--- config.mk ---
export PLATFORM = sky130hd
export DESIGN_NAME = pipe_skid_reg
export DESIGN_NICKNAME = d
export VERILOG_FILES = /design/src/rtl/pipe_skid_reg.sv
export SDC_FILE = /design/constraint.sdc
export NUM_CORES = 1
export LEC_CHECK = 0
export CORE_MARGIN = 5
export CORE_UTILIZATION = 28
export CTS_CLUSTER_SIZE = 28
export DETAILED_ROUTE_END_ITERATION = 6
export PLACE_DENSITY = 0.56
export SLEW_MARGIN = 20
export SYNTH_ARGS = -nofsm -noshare
export SYNTH_HDL_FRONTEND = slang
export SYNTH_SLANG_ARGS = --single-unit
export TNS_END_PERCENT = 1
--- constraint.sdc ---
create_clock -name clk -period 3.21 [get_ports clk]
set_clock_uncertainty 0.05 [all_clocks]
set_input_delay 0.4815 -clock clk [delete_from_list [all_inputs] [get_ports clk]]
set_output_delay 0.4815 -clock clk [all_outputs]
set_load 0.01 [all_outputs]
--- src/rtl/pipe_skid_reg.sv ---
// Two-entry skid register: a main register drives out_data and a skid register absorbs one extra beat.
// Optional back-pressure counter is compiled in with `define PIPE_SKID_STALL_CNT_EN.
module pipe_skid_reg #(
  parameter int WIDTH = 32,
  parameter int CNT_W = 16
) (
  input  logic             clk,
  input  logic             rst,
  input  logic             in_valid,
  output logic             in_ready,
  input  logic [WIDTH-1:0] in_data,
  output logic             out_valid,
  input  logic             out_ready,
  output logic [WIDTH-1:0] out_data,
  input  logic             flush,
  output logic [1:0]       occupancy,
  output logic [CNT_W-1:0] stall_cnt
);

  typedef enum logic [1:0] {
    EMPTY = 2'd0,
    ONE   = 2'd1,
    FULL  = 2'd2
  } state_t;

  state_t           state_q, state_d;
  logic [WIDTH-1:0] main_q, main_d;
  logic [WIDTH-1:0] skid_q, skid_d;
  logic             push, pop;

  // Handshake outputs decode only the state register, so out_ready never reaches in_ready.
  assign in_ready  = (state_q != FULL);
  assign out_valid = (state_q != EMPTY);
  assign out_data  = main_q;
  assign occupancy = state_q;
  assign push      = in_valid & in_ready;
  assign pop       = out_valid & out_ready;

  always_comb begin
    state_d = state_q;
    main_d  = main_q;
    skid_d  = skid_q;
    if (flush) begin
      // Payload registers keep their contents so out_data holds its last value.
      state_d = EMPTY;
    end else begin
      case (state_q)
        EMPTY: if (push) begin
          state_d = ONE;
          main_d  = in_data;
        end
        ONE: begin
          if (push && pop) begin
            main_d = in_data;
          end else if (push) begin
            state_d = FULL;
            skid_d  = in_data;
          end else if (pop) begin
            state_d = EMPTY;
          end
        end
        FULL: if (pop) begin
          state_d = ONE;
          main_d  = skid_q;
        end
        default: state_d = EMPTY;
      endcase
    end
  end

  always_ff @(posedge clk) begin
    if (rst) begin
      state_q <= EMPTY;
      main_q  <= '0;
      skid_q  <= '0;
    end else begin
      state_q <= state_d;
      main_q  <= main_d;
      skid_q  <= skid_d;
    end
  end

`ifdef PIPE_SKID_STALL_CNT_EN
  logic [CNT_W-1:0] stall_q;

  // Saturating count of cycles with data waiting on a stalled consumer; flush does not clear it.
  always_ff @(posedge clk) begin
    if (rst) begin
      stall_q <= '0;
    end else if (out_valid && !out_ready && (stall_q != {CNT_W{1'b1}})) begin
      stall_q <= stall_q + CNT_W'(1);
    end
  end

  assign stall_cnt = stall_q;
`else
  assign stall_cnt = '0;
`endif

endmodule

==> run_results.csv, run 1 <==
group,metric,value,unit
yosys,synth.avg_cell_area,8.33,sq um
critical_path,worstPathArrival,2280,ps
clock_network,clk_pin_slew_worst_paths,70,ps
yosys,synth.area.top_cells,"dfxtp_1 (45%), a21oi_1 (11%), mux2i_1 (11%)",
detailed_routing,wl_per_cell,13.0,microns
place,portBuffers,72,
power_and_ir_drop,leakagePower,1.54,nW
grt,grt_pass1_vias,2555,
critical_path,path_class,"in -> reg",
sta,finalCriticalPeriod,2130,ps
grt,gr-total-overflow,0,
floorplan,design.die.area,0.0127,sq mm
floorplan,die_x,113,microns
detailed_routing,drcViolationCount,0,
grt,antenna_found_initial,0,
critical_path,reg2reg_depth,4,
grt,grt_max_degree,67,
sta,setup_viol,0,
critical_path,required,3360,ps
sta,fmax,469,MHz
yosys,yosys_warnings,0,
min_path,whs_path_depth,2,
detailed_routing,vias_per_cell,4.59,
clock_network,root_buffer,"clkbuf_8",
floorplan,dieHeight,113,microns
detailed_routing,dr.first_iter.drc_count,51,
detailed_routing,routed-via-count,2530,
critical_path,crit_fanout,32,
sta,period_share,66.4,%
floorplan,start_util,28.7,%
run,maxCapViolCount,0,
power_and_ir_drop,p_total,0.00189,W
power_and_ir_drop,peakVddDrop,214,uV
clock_network,clockBufferDepth,2,
place,place_congestion,0.670,
layout,num_antenna_cells,0,
clock_network,cts_tree,"done",
clock_network,cts_inserted_buffers,9,
yosys,yosysSeqAreaShare,44.8,%
sta,maxSlewViolCount,0,
floorplan,core,0.0103,sq mm
detailed_routing,dr.pass1.iters,4,
sta,hold_violations,0,
power_and_ir_drop,p_per_area,482,mW/mm^2
layout,fillers,1090,
grt,grt_usage,11.5,%
sta,worst_pin_slew,680,ps
critical_path,crit_path_start_kind,"primary input",
layout,final_nets,447,
grt,grt_pass1_wl,12.0,mm
sta,rsz0062_at_grt,"no",
sta,fin_setup_tns,0,ps
place,dp_hpwl,4.51,mm
detailed_routing,drt-total-wl,7.18,mm
clock_network,ctsResizeCount,0,
clock_network,clk_latency,340,ps
clock_network,clock_sinks,66,
yosys,syn_inst,354,
detailed_routing,ant_nets,0,
clock_network,h-tree-depth,3,
floorplan,row_count,37,
clock_network,cts_setup_buffers,0,
yosys,netlist_area,0.00295,sq mm
layout,drive_gt1_share,6.75,%
outcome,status,"complete, no violations",
yosys,synth_seq_cells,66,
floorplan,ios,89,
layout,syn_to_final_growth,32.8,%
critical_path,end_kind,"flop",
yosys,ys_types,22,
clock_network,hold_buffers,0,
yosys,synth_top_area_share,44.8,%
sta,relSlewSlack,54.7,%
yosys,synth_top_cell_by_area,"dfxtp_1",
min_path,holdCritPathClass,"reg -> reg",
[state kept, by name, indices dropped and copies added, names as in the netlist]
register and count:
occupancy 2, out_data 32, skid_q 32
[through the flow]
stage,util (%),hold slack (ps),worst slack (ps),instance area [sq um],cells
after floorplan,-,386,1580,3010,369
after global placement,35.8,390,581,3680,535
after detailed placement,35.8,396,512,3680,535
after CTS,38.1,405,891,3920,551
after global routing,38.1,422,964,3920,551
final,38.1,404,1080,3920,551
[critical path: stages]
cell,delay (ps)
clkdlybuf4s50_1,460
nand2b_1,280
or3_2,810
nand2_1,170
a21oi_1,70
[cell usage in the layout (no fill, tap or decap), types with 2 or more instances in the layout]
cell type / n
clkdlybuf4s50_1: 70
nand2_1: 66
dfxtp_1: 66
a21oi_1: 65
mux2i_1: 32
or3_1: 32
o21ai_0: 26
conb_1: 16
clkbuf_8: 11
o21ai_1: 6
buf_4: 4
nand2b_1: 2
bufinv_16: 2
buf_2: 2
[logic make-up after synthesis]
kind of cell	after synthesis	share of synthesized area (%)
multiplexers	32	10.9
buffers and inverters	47	9.04
other	1	0.127
AND/OR/NAND/NOR	107	17.3
AO/OA/AOI/OAI	101	17.9
flip-flops	66	44.8
[path summary, 6_finish.rpt]
kind                             start                      end  slack [ps]
max reg2reg  occupancy[0]$_SDFFE_PP0P_  skid_q[20]$_SDFFE_PP0P_        1340
min reg2reg     skid_q[6]$_SDFFE_PP0P_   skid_q[6]$_SDFFE_PP0P_         400
max                          out_ready  skid_q[20]$_SDFFE_PP0P_        1080
min             skid_q[6]$_SDFFE_PP0P_   skid_q[6]$_SDFFE_PP0P_         400
[synthesized netlist by cell type]
cell type,instances
nand2_1,66
mux2i_1,32
a21oi_1,65
a2111oi_0,1
buf_4,17
and2b_1,1
o22a_1,1
o21a_1,1
o21ai_0,26
clkbuf_1,24
nor3_2,1
buf_2,3
or3_1,33
dfxtp_1,66
a21oi_4,1
nor3_1,1
or2_2,1
conb_1,1
buf_6,3
nand2b_1,3
and3b_1,1
o21ai_1,6
[layout make-up]
cell class	count	area, sq um	area share (%)
Clock inverter	5	85.1	2.17
Sequential cell	66	1320	33.7
Tap cell	136	170	4.35
Multi-Input combinational cell	256	1430	36.5
Timing Repair Buffer	77	761	19.4
Clock buffer	11	151	3.87
[report_power, final]
group          leakage [nW]  switching (W)  total [W]  internal [W]
registers             0.536      0.0000119   0.000854      0.000842
clock network         0.116       0.000335   0.000819      0.000484
logic                 0.889       0.000106   0.000215      0.000109
[metal layers]
layer	track usage (%)	wire [microns]	vias up
met5	0	0	-
met4	5.05	110	0
met3	3.18	378	10
met2	19.9	3460	59
met1	13.2	3230	1167
li1	-	-	1294
Power figures use the tool's default switching activity.
==> run 2: changes to the inputs <==
- PLACE_DENSITY: 0.56 -> 0.58
- clock period: 3.21 -> 1.8 ns (I/O delays scaled with it)
==> run 2 against run 1 <==
  * Critical path depth down 4
  * Sequential share of layout area down 1.2 points
  * Register-to-register slack got worse by 1100 ps
  * Highest routed layer unchanged
  * Sequential cell count unchanged
==> run_results.csv, run 2 (synthesis results as in run 1) <==
group,metric,value,unit
sta,maxSlewViolCount,0,
critical_path,critPathTopFamily,"buffers and inverters",
detailed_routing,ant_nets,0,
layout,final_nets,458,
layout,final_common_cell,"clkdlybuf4s50_1",
sta,hold_violations,0,
critical_path,crit_start,"occupancy[1]$_SDFFE_PP0P_",
power_and_ir_drop,leakagePower,1.62,nW
power_and_ir_drop,p_total,0.00330,W
place,portBuffers,72,
run,maxCapViolCount,0,
sta,worst_hold_slack,331,ps
detailed_routing,dr.first_iter.drc_count,68,
critical_path,max_stage_delay,560,ps
layout,fin_util,39.5,%
sta,rsz0062_at_grt,"no",
sta,fin_setup_tns,0,ps
sta,setup_viol,0,
clock_network,cts_tree,"done",
sta,fmax,615,MHz
clock_network,clockBufferDepth,2,
clock_network,hold_buffers,0,
sta,finalCriticalPeriod,1620,ps
place,place_congestion,0.695,
critical_path,critPathBufInv,1,
critical_path,required,1480,ps
layout,fillers,1084,
layout,syn_to_final_growth,37.8,%
critical_path,path_class,"reg -> out",
layout,num_antenna_cells,0,
grt,grt_pass1_vias,2459,
clock_network,cts_setup_buffers,0,
floorplan,row_count,37,
floorplan,die_x,113,microns
floorplan,ios,89,
clock_network,cts_inserted_buffers,9,
place,dp_hpwl,4.87,mm
grt,gr-total-overflow,0,
floorplan,dieHeight,113,microns
layout,layout_common_cells,"clkdlybuf4s50_1 (68), nand2_1 (66), a21oi_1 (65)",
clock_network,clock_sinks,66,
sta,timing.final.ws_setup,175,ps
critical_path,path_cells,"clkdlybuf4s50_1",
power_and_ir_drop,peakVddDrop,273,uV
critical_path,r2r_start,"occupancy[1]$_SDFFE_PP0P_",
grt,antenna_found_initial,0,
clock_network,root_buffer,"clkbuf_8",
place,dp_slack,-133,ps
detailed_routing,vias_per_cell,4.55,
detailed_routing,routed-via-count,2559,
outcome,status,"complete, no violations",
clock_network,clk_latency,340,ps
floorplan,core,0.0103,sq mm
floorplan,design.die.area,0.0127,sq mm
detailed_routing,dr.pass1.iters,4,
critical_path,crit_path_start_kind,"flop",
min_path,holdCritPathClass,"in -> reg",
critical_path,critPathSlowestCell,"clkdlybuf4s50_1",
critical_path,end_kind,"output port",
sta,period_share,90.3,%
power_and_ir_drop,p_per_area,813,mW/mm^2
grt,grt_usage,11.5,%
clock_network,clk_pin_slew_worst_paths,80,ps
floorplan,start_util,28.7,%
min_path,worstHoldStart,"rst",
grt,grt_pass1_wl,11.8,mm
detailed_routing,drt-total-wl,7.20,mm
clock_network,h-tree-depth,3,
critical_path,worstPathArrival,1300,ps
detailed_routing,drcViolationCount,0,
grt,grt_max_degree,39,
layout,drive_gt1_share,8.92,%
detailed_routing,wl_per_cell,12.8,microns
critical_path,crit_fanout,8,
run 2: cell count changes in the layout (fill, tap and decap cells not counted), sizes merged:
cell           change
dlygate4sd2        +1
dlymetal6s2s       +1
buf               +11
clkdlybuf4s50      -2
clkinv             +1
clkinvlp           -1
run 2: layout make-up:
| class | count | area, sq um | area share [%] |
|---|---|---|---|
| clock inverters | 5 | 86.3 | 2.13 |
| clock buffers | 11 | 131 | 3.23 |
| well taps | 136 | 170 | 4.19 |
| flip-flops and latches | 66 | 1320 | 32.6 |
| multi-input cells | 256 | 1430 | 35.2 |
| repair buffers | 88 | 920 | 22.6 |
run 2: worst register-to-register path: cells and delay by family (launching register included):
kind            cells  cell delay, ps
compound gates      3             420
flops               1             410
buf+inv             2             350
simple gates        1             240
run 2: path summary, 6_finish.rpt:
kind	endpoint	slack, ps	cells past startpoint
setup / recovery	occupancy[1]	180	1
hold / removal	out_data[15]$_SDFFE_PP0P_	330	2
setup reg to reg	out_data[28]$_SDFFE_PP0P_	280	6
hold reg to reg	skid_q[1]$_SDFFE_PP0P_	400	2
run 2: metal layers:
layer,wire length [microns],track usage (%)
met4,70,4.73
met2,3480,19.0
met3,399,3.67
met1,3260,13.7
met5,0,0
run 2: what timing repair did:
action	4_1_cts	5_1_grt
endpoints found under the setup margin	2	1
gates resized for setup	4	1
gates cloned	0	0
run 2: power by group:
| part | switching [W] | leakage [nW] | internal (W) |
|---|---|---|---|
| sequential | 0.0000213 | 0.537 | 0.00150 |
| combinational | 0.000193 | 0.977 | 0.000218 |
| clock | 0.000579 | 0.108 | 0.000791 |
| total | 0.000793 | 1.62 | 0.00251 |
run 2: metrics by stage:
| step | instance area [sq um] | instances |
|---|---|---|
| 6_report | 4060 | 562 |
| 5_1_grt | 4060 | 562 |
| 4_1_cts | 4060 | 562 |
| 3_5_place_dp | 3840 | 546 |
| 3_3_place_gp | 3840 | 546 |
| 2_1_floorplan | 3010 | 369 |
==> run 3: changes to the inputs <==
- CELL_PAD_IN_SITES_DETAIL_PLACEMENT: not set -> 0
- CELL_PAD_IN_SITES_GLOBAL_PLACEMENT: not set -> 1
- PLACE_DENSITY: 0.58 -> 0.79
- clock period: 1.8 -> 1.5 ns (I/O delays scaled with it)
==> run 3 against run 2 <==
  * The run now ends with negative setup slack left
  * Combinational power grew 17%
  * Critical path depth grew 5
  * Utilization grew 0.26 points
  * Critical path type is now in -> reg
  * Clock power grew 3%
  * Die area is the same
  * First-iteration DRC count grew 44%
  * Non-clock buffer count grew 6
==> run_results.csv, run 3 (synthesis results as in run 1) <==
group,metric,value,unit
sta,maxSlewViolCount,0,
critical_path,critPathSlowestCell,"clkdlybuf4s50_1",
critical_path,path_class,"in -> reg",
sta,fin_setup_tns,-15.2,ps
power_and_ir_drop,leakagePower,1.98,nW
detailed_routing,dr.pass1.iters,4,
floorplan,ios,89,
floorplan,row_count,37,
sta,hold_violations,0,
outcome,status,"finished, violations left",
grt,grt_pass1_vias,2468,
clock_network,cts_tree,"done",
layout,layout_common_cells,"nand2_1 (66), a21oi_1 (65), dfxtp_1 (64)",
clock_network,hold_buffers,0,
sta,fmax,663,MHz
power_and_ir_drop,p_total,0.00371,W
grt,antenna_found_initial,0,
min_path,whs_path_depth,2,
power_and_ir_drop,peakVddDrop,483,uV
clock_network,h-tree-depth,3,
sta,worst_hold_slack,165,ps
detailed_routing,dr.first_iter.drc_count,98,
grt,grt_max_degree,43,
sta,timing.final.ws_setup,-9.06,ps
clock_network,cts_inserted_buffers,9,
layout,final_nets,464,
clock_network,clock_sinks,66,
sta,rsz0062_at_grt,"yes",
critical_path,worstPathArrival,1710,ps
grt,gr-total-overflow,0,
layout,syn_to_final_growth,38.7,%
place,dp_slack,-422,ps
floorplan,start_util,28.7,%
detailed_routing,vias_per_cell,4.56,
layout,num_antenna_cells,0,
min_path,holdCritPathClass,"in -> reg",
critical_path,crit_fanout,28,
place,dp_hpwl,5.02,mm
sta,period_share,101,%
critical_path,r2r_end,"out_data[16]$_SDFFE_PP0P_",
detailed_routing,ant_nets,0,
grt,grt_usage,11.7,%
sta,setup_viol,3,
critical_path,path_cells,"clkdlybuf4s50_1 -> and2b_2 -> a21oi_4 -> buf_12 -> or3_1 -> a21oi_1",
grt,grt_pass1_wl,12.2,mm
critical_path,required,1700,ps
place,place_congestion,0.754,
detailed_routing,drcViolationCount,0,
critical_path,max_stage_delay,530,ps
critical_path,r2r_slack,10,ps
sta,finalCriticalPeriod,1510,ps
floorplan,die_x,113,microns
critical_path,crit_path_start_kind,"primary input",
detailed_routing,wl_per_cell,13.3,microns
detailed_routing,drt-total-wl,7.53,mm
critical_path,reg2reg_depth,6,
layout,drive_gt1_share,10.9,%
critical_path,r2r_start,"occupancy[1]$_SDFFE_PP0P_",
floorplan,design.die.area,0.0127,sq mm
clock_network,clockBufferDepth,2,
run,maxCapViolCount,0,
clock_network,root_buffer,"clkbuf_8",
min_path,worstHoldStart,"out_ready",
power_and_ir_drop,p_per_area,908,mW/mm^2
layout,final_common_cell,"nand2_1",
floorplan,core,0.0103,sq mm
place,portBuffers,72,
clock_network,clk_latency,330,ps
critical_path,end_kind,"flop",
min_path,whs_endpoint,"occupancy[1]$_SDFFE_PP0P_",
outcome,violations,"negative setup slack",
clock_network,clk_pin_slew_worst_paths,60,ps
layout,fin_util,39.8,%
floorplan,dieHeight,113,microns
detailed_routing,routed-via-count,2589,
-- run 3: changes by cell type in the layout (fill, tap and decap cells not counted), moves of 2 or more --
cell and delta:
buf_4 +4, clkinv_2 +2, clkdlybuf4s50_1 -35, dfxtp_2 -2, buf_6 +3, clkinv_4 -2, dfxtp_4 +2, dlygate4sd2_1 +19
clkbuf_1 +2, dlymetal6s2s_1 +14, buf_12 -2
-- run 3: worst max path at each step --
stage                     cells past startpoint  slack, ps                         to                 startpoint
after detailed placement                      6       -420  out_data[25]$_SDFFE_PP0P_                  out_ready
after CTS                                     5        -20  out_data[25]$_SDFFE_PP0P_  occupancy[0]$_SDFFE_PP0P_
after floorplan                               5        -10  out_data[23]$_SDFFE_PP0P_  occupancy[1]$_SDFFE_PP0P_
after global placement                        6       -360  out_data[15]$_SDFFE_PP0P_                  out_ready
after global routing                          6        -90  out_data[16]$_SDFFE_PP0P_  occupancy[1]$_SDFFE_PP0P_
final                                         6         -9   out_data[6]$_SDFFE_PP0P_                   in_valid
-- run 3: through the flow --
step	std cells	area [sq um]
2_1_floorplan	369	3010
3_3_place_gp	551	3850
3_5_place_dp	551	3850
4_1_cts	567	4020
5_1_grt	568	4090
6_report	568	4090
-- run 3: cell type report --
class / count / area, sq um
clock inverters: 3 / 40.0
flip-flops and latches: 66 / 1330
clock buffers: 13 / 139
well taps: 136 / 170
multi-input cells: 256 / 1440
repair buffers: 94 / 970
fillers: 1075 / 6190
-- run 3: layer usage --
metal  vias up  track usage, %  share of wire, %
met5         -               0                 0
met4         0            2.88              0.53
met3         4            4.58               4.9
met2        59            20.0                50
met1      1195            13.8                44
li1       1331               -                 -
-- run 3: repair_timing --
item / CTS / global route
buffers inserted: 0 / 0
endpoints found under the setup margin: 86 / 70
cloned: 0 / 1
pin swaps: 0 / 0
resized for setup: 32 / 21
-- run 3: where the power goes --
| part | internal, W | switching, W |
|---|---|---|
| Combinational | 0.000248 | 0.000235 |
| Clock | 0.000766 | 0.000639 |
| Sequential | 0.00180 | 0.0000252 |
| Total | 0.00281 | 0.000899 |
-- run 3: worst max-delay path, delay by kind of cell --
kind	cells	cell delay (ps)
and+or+nand+nor	2	550
AOI/OAI and AO/OA	2	240
buffers and inverters	2	690
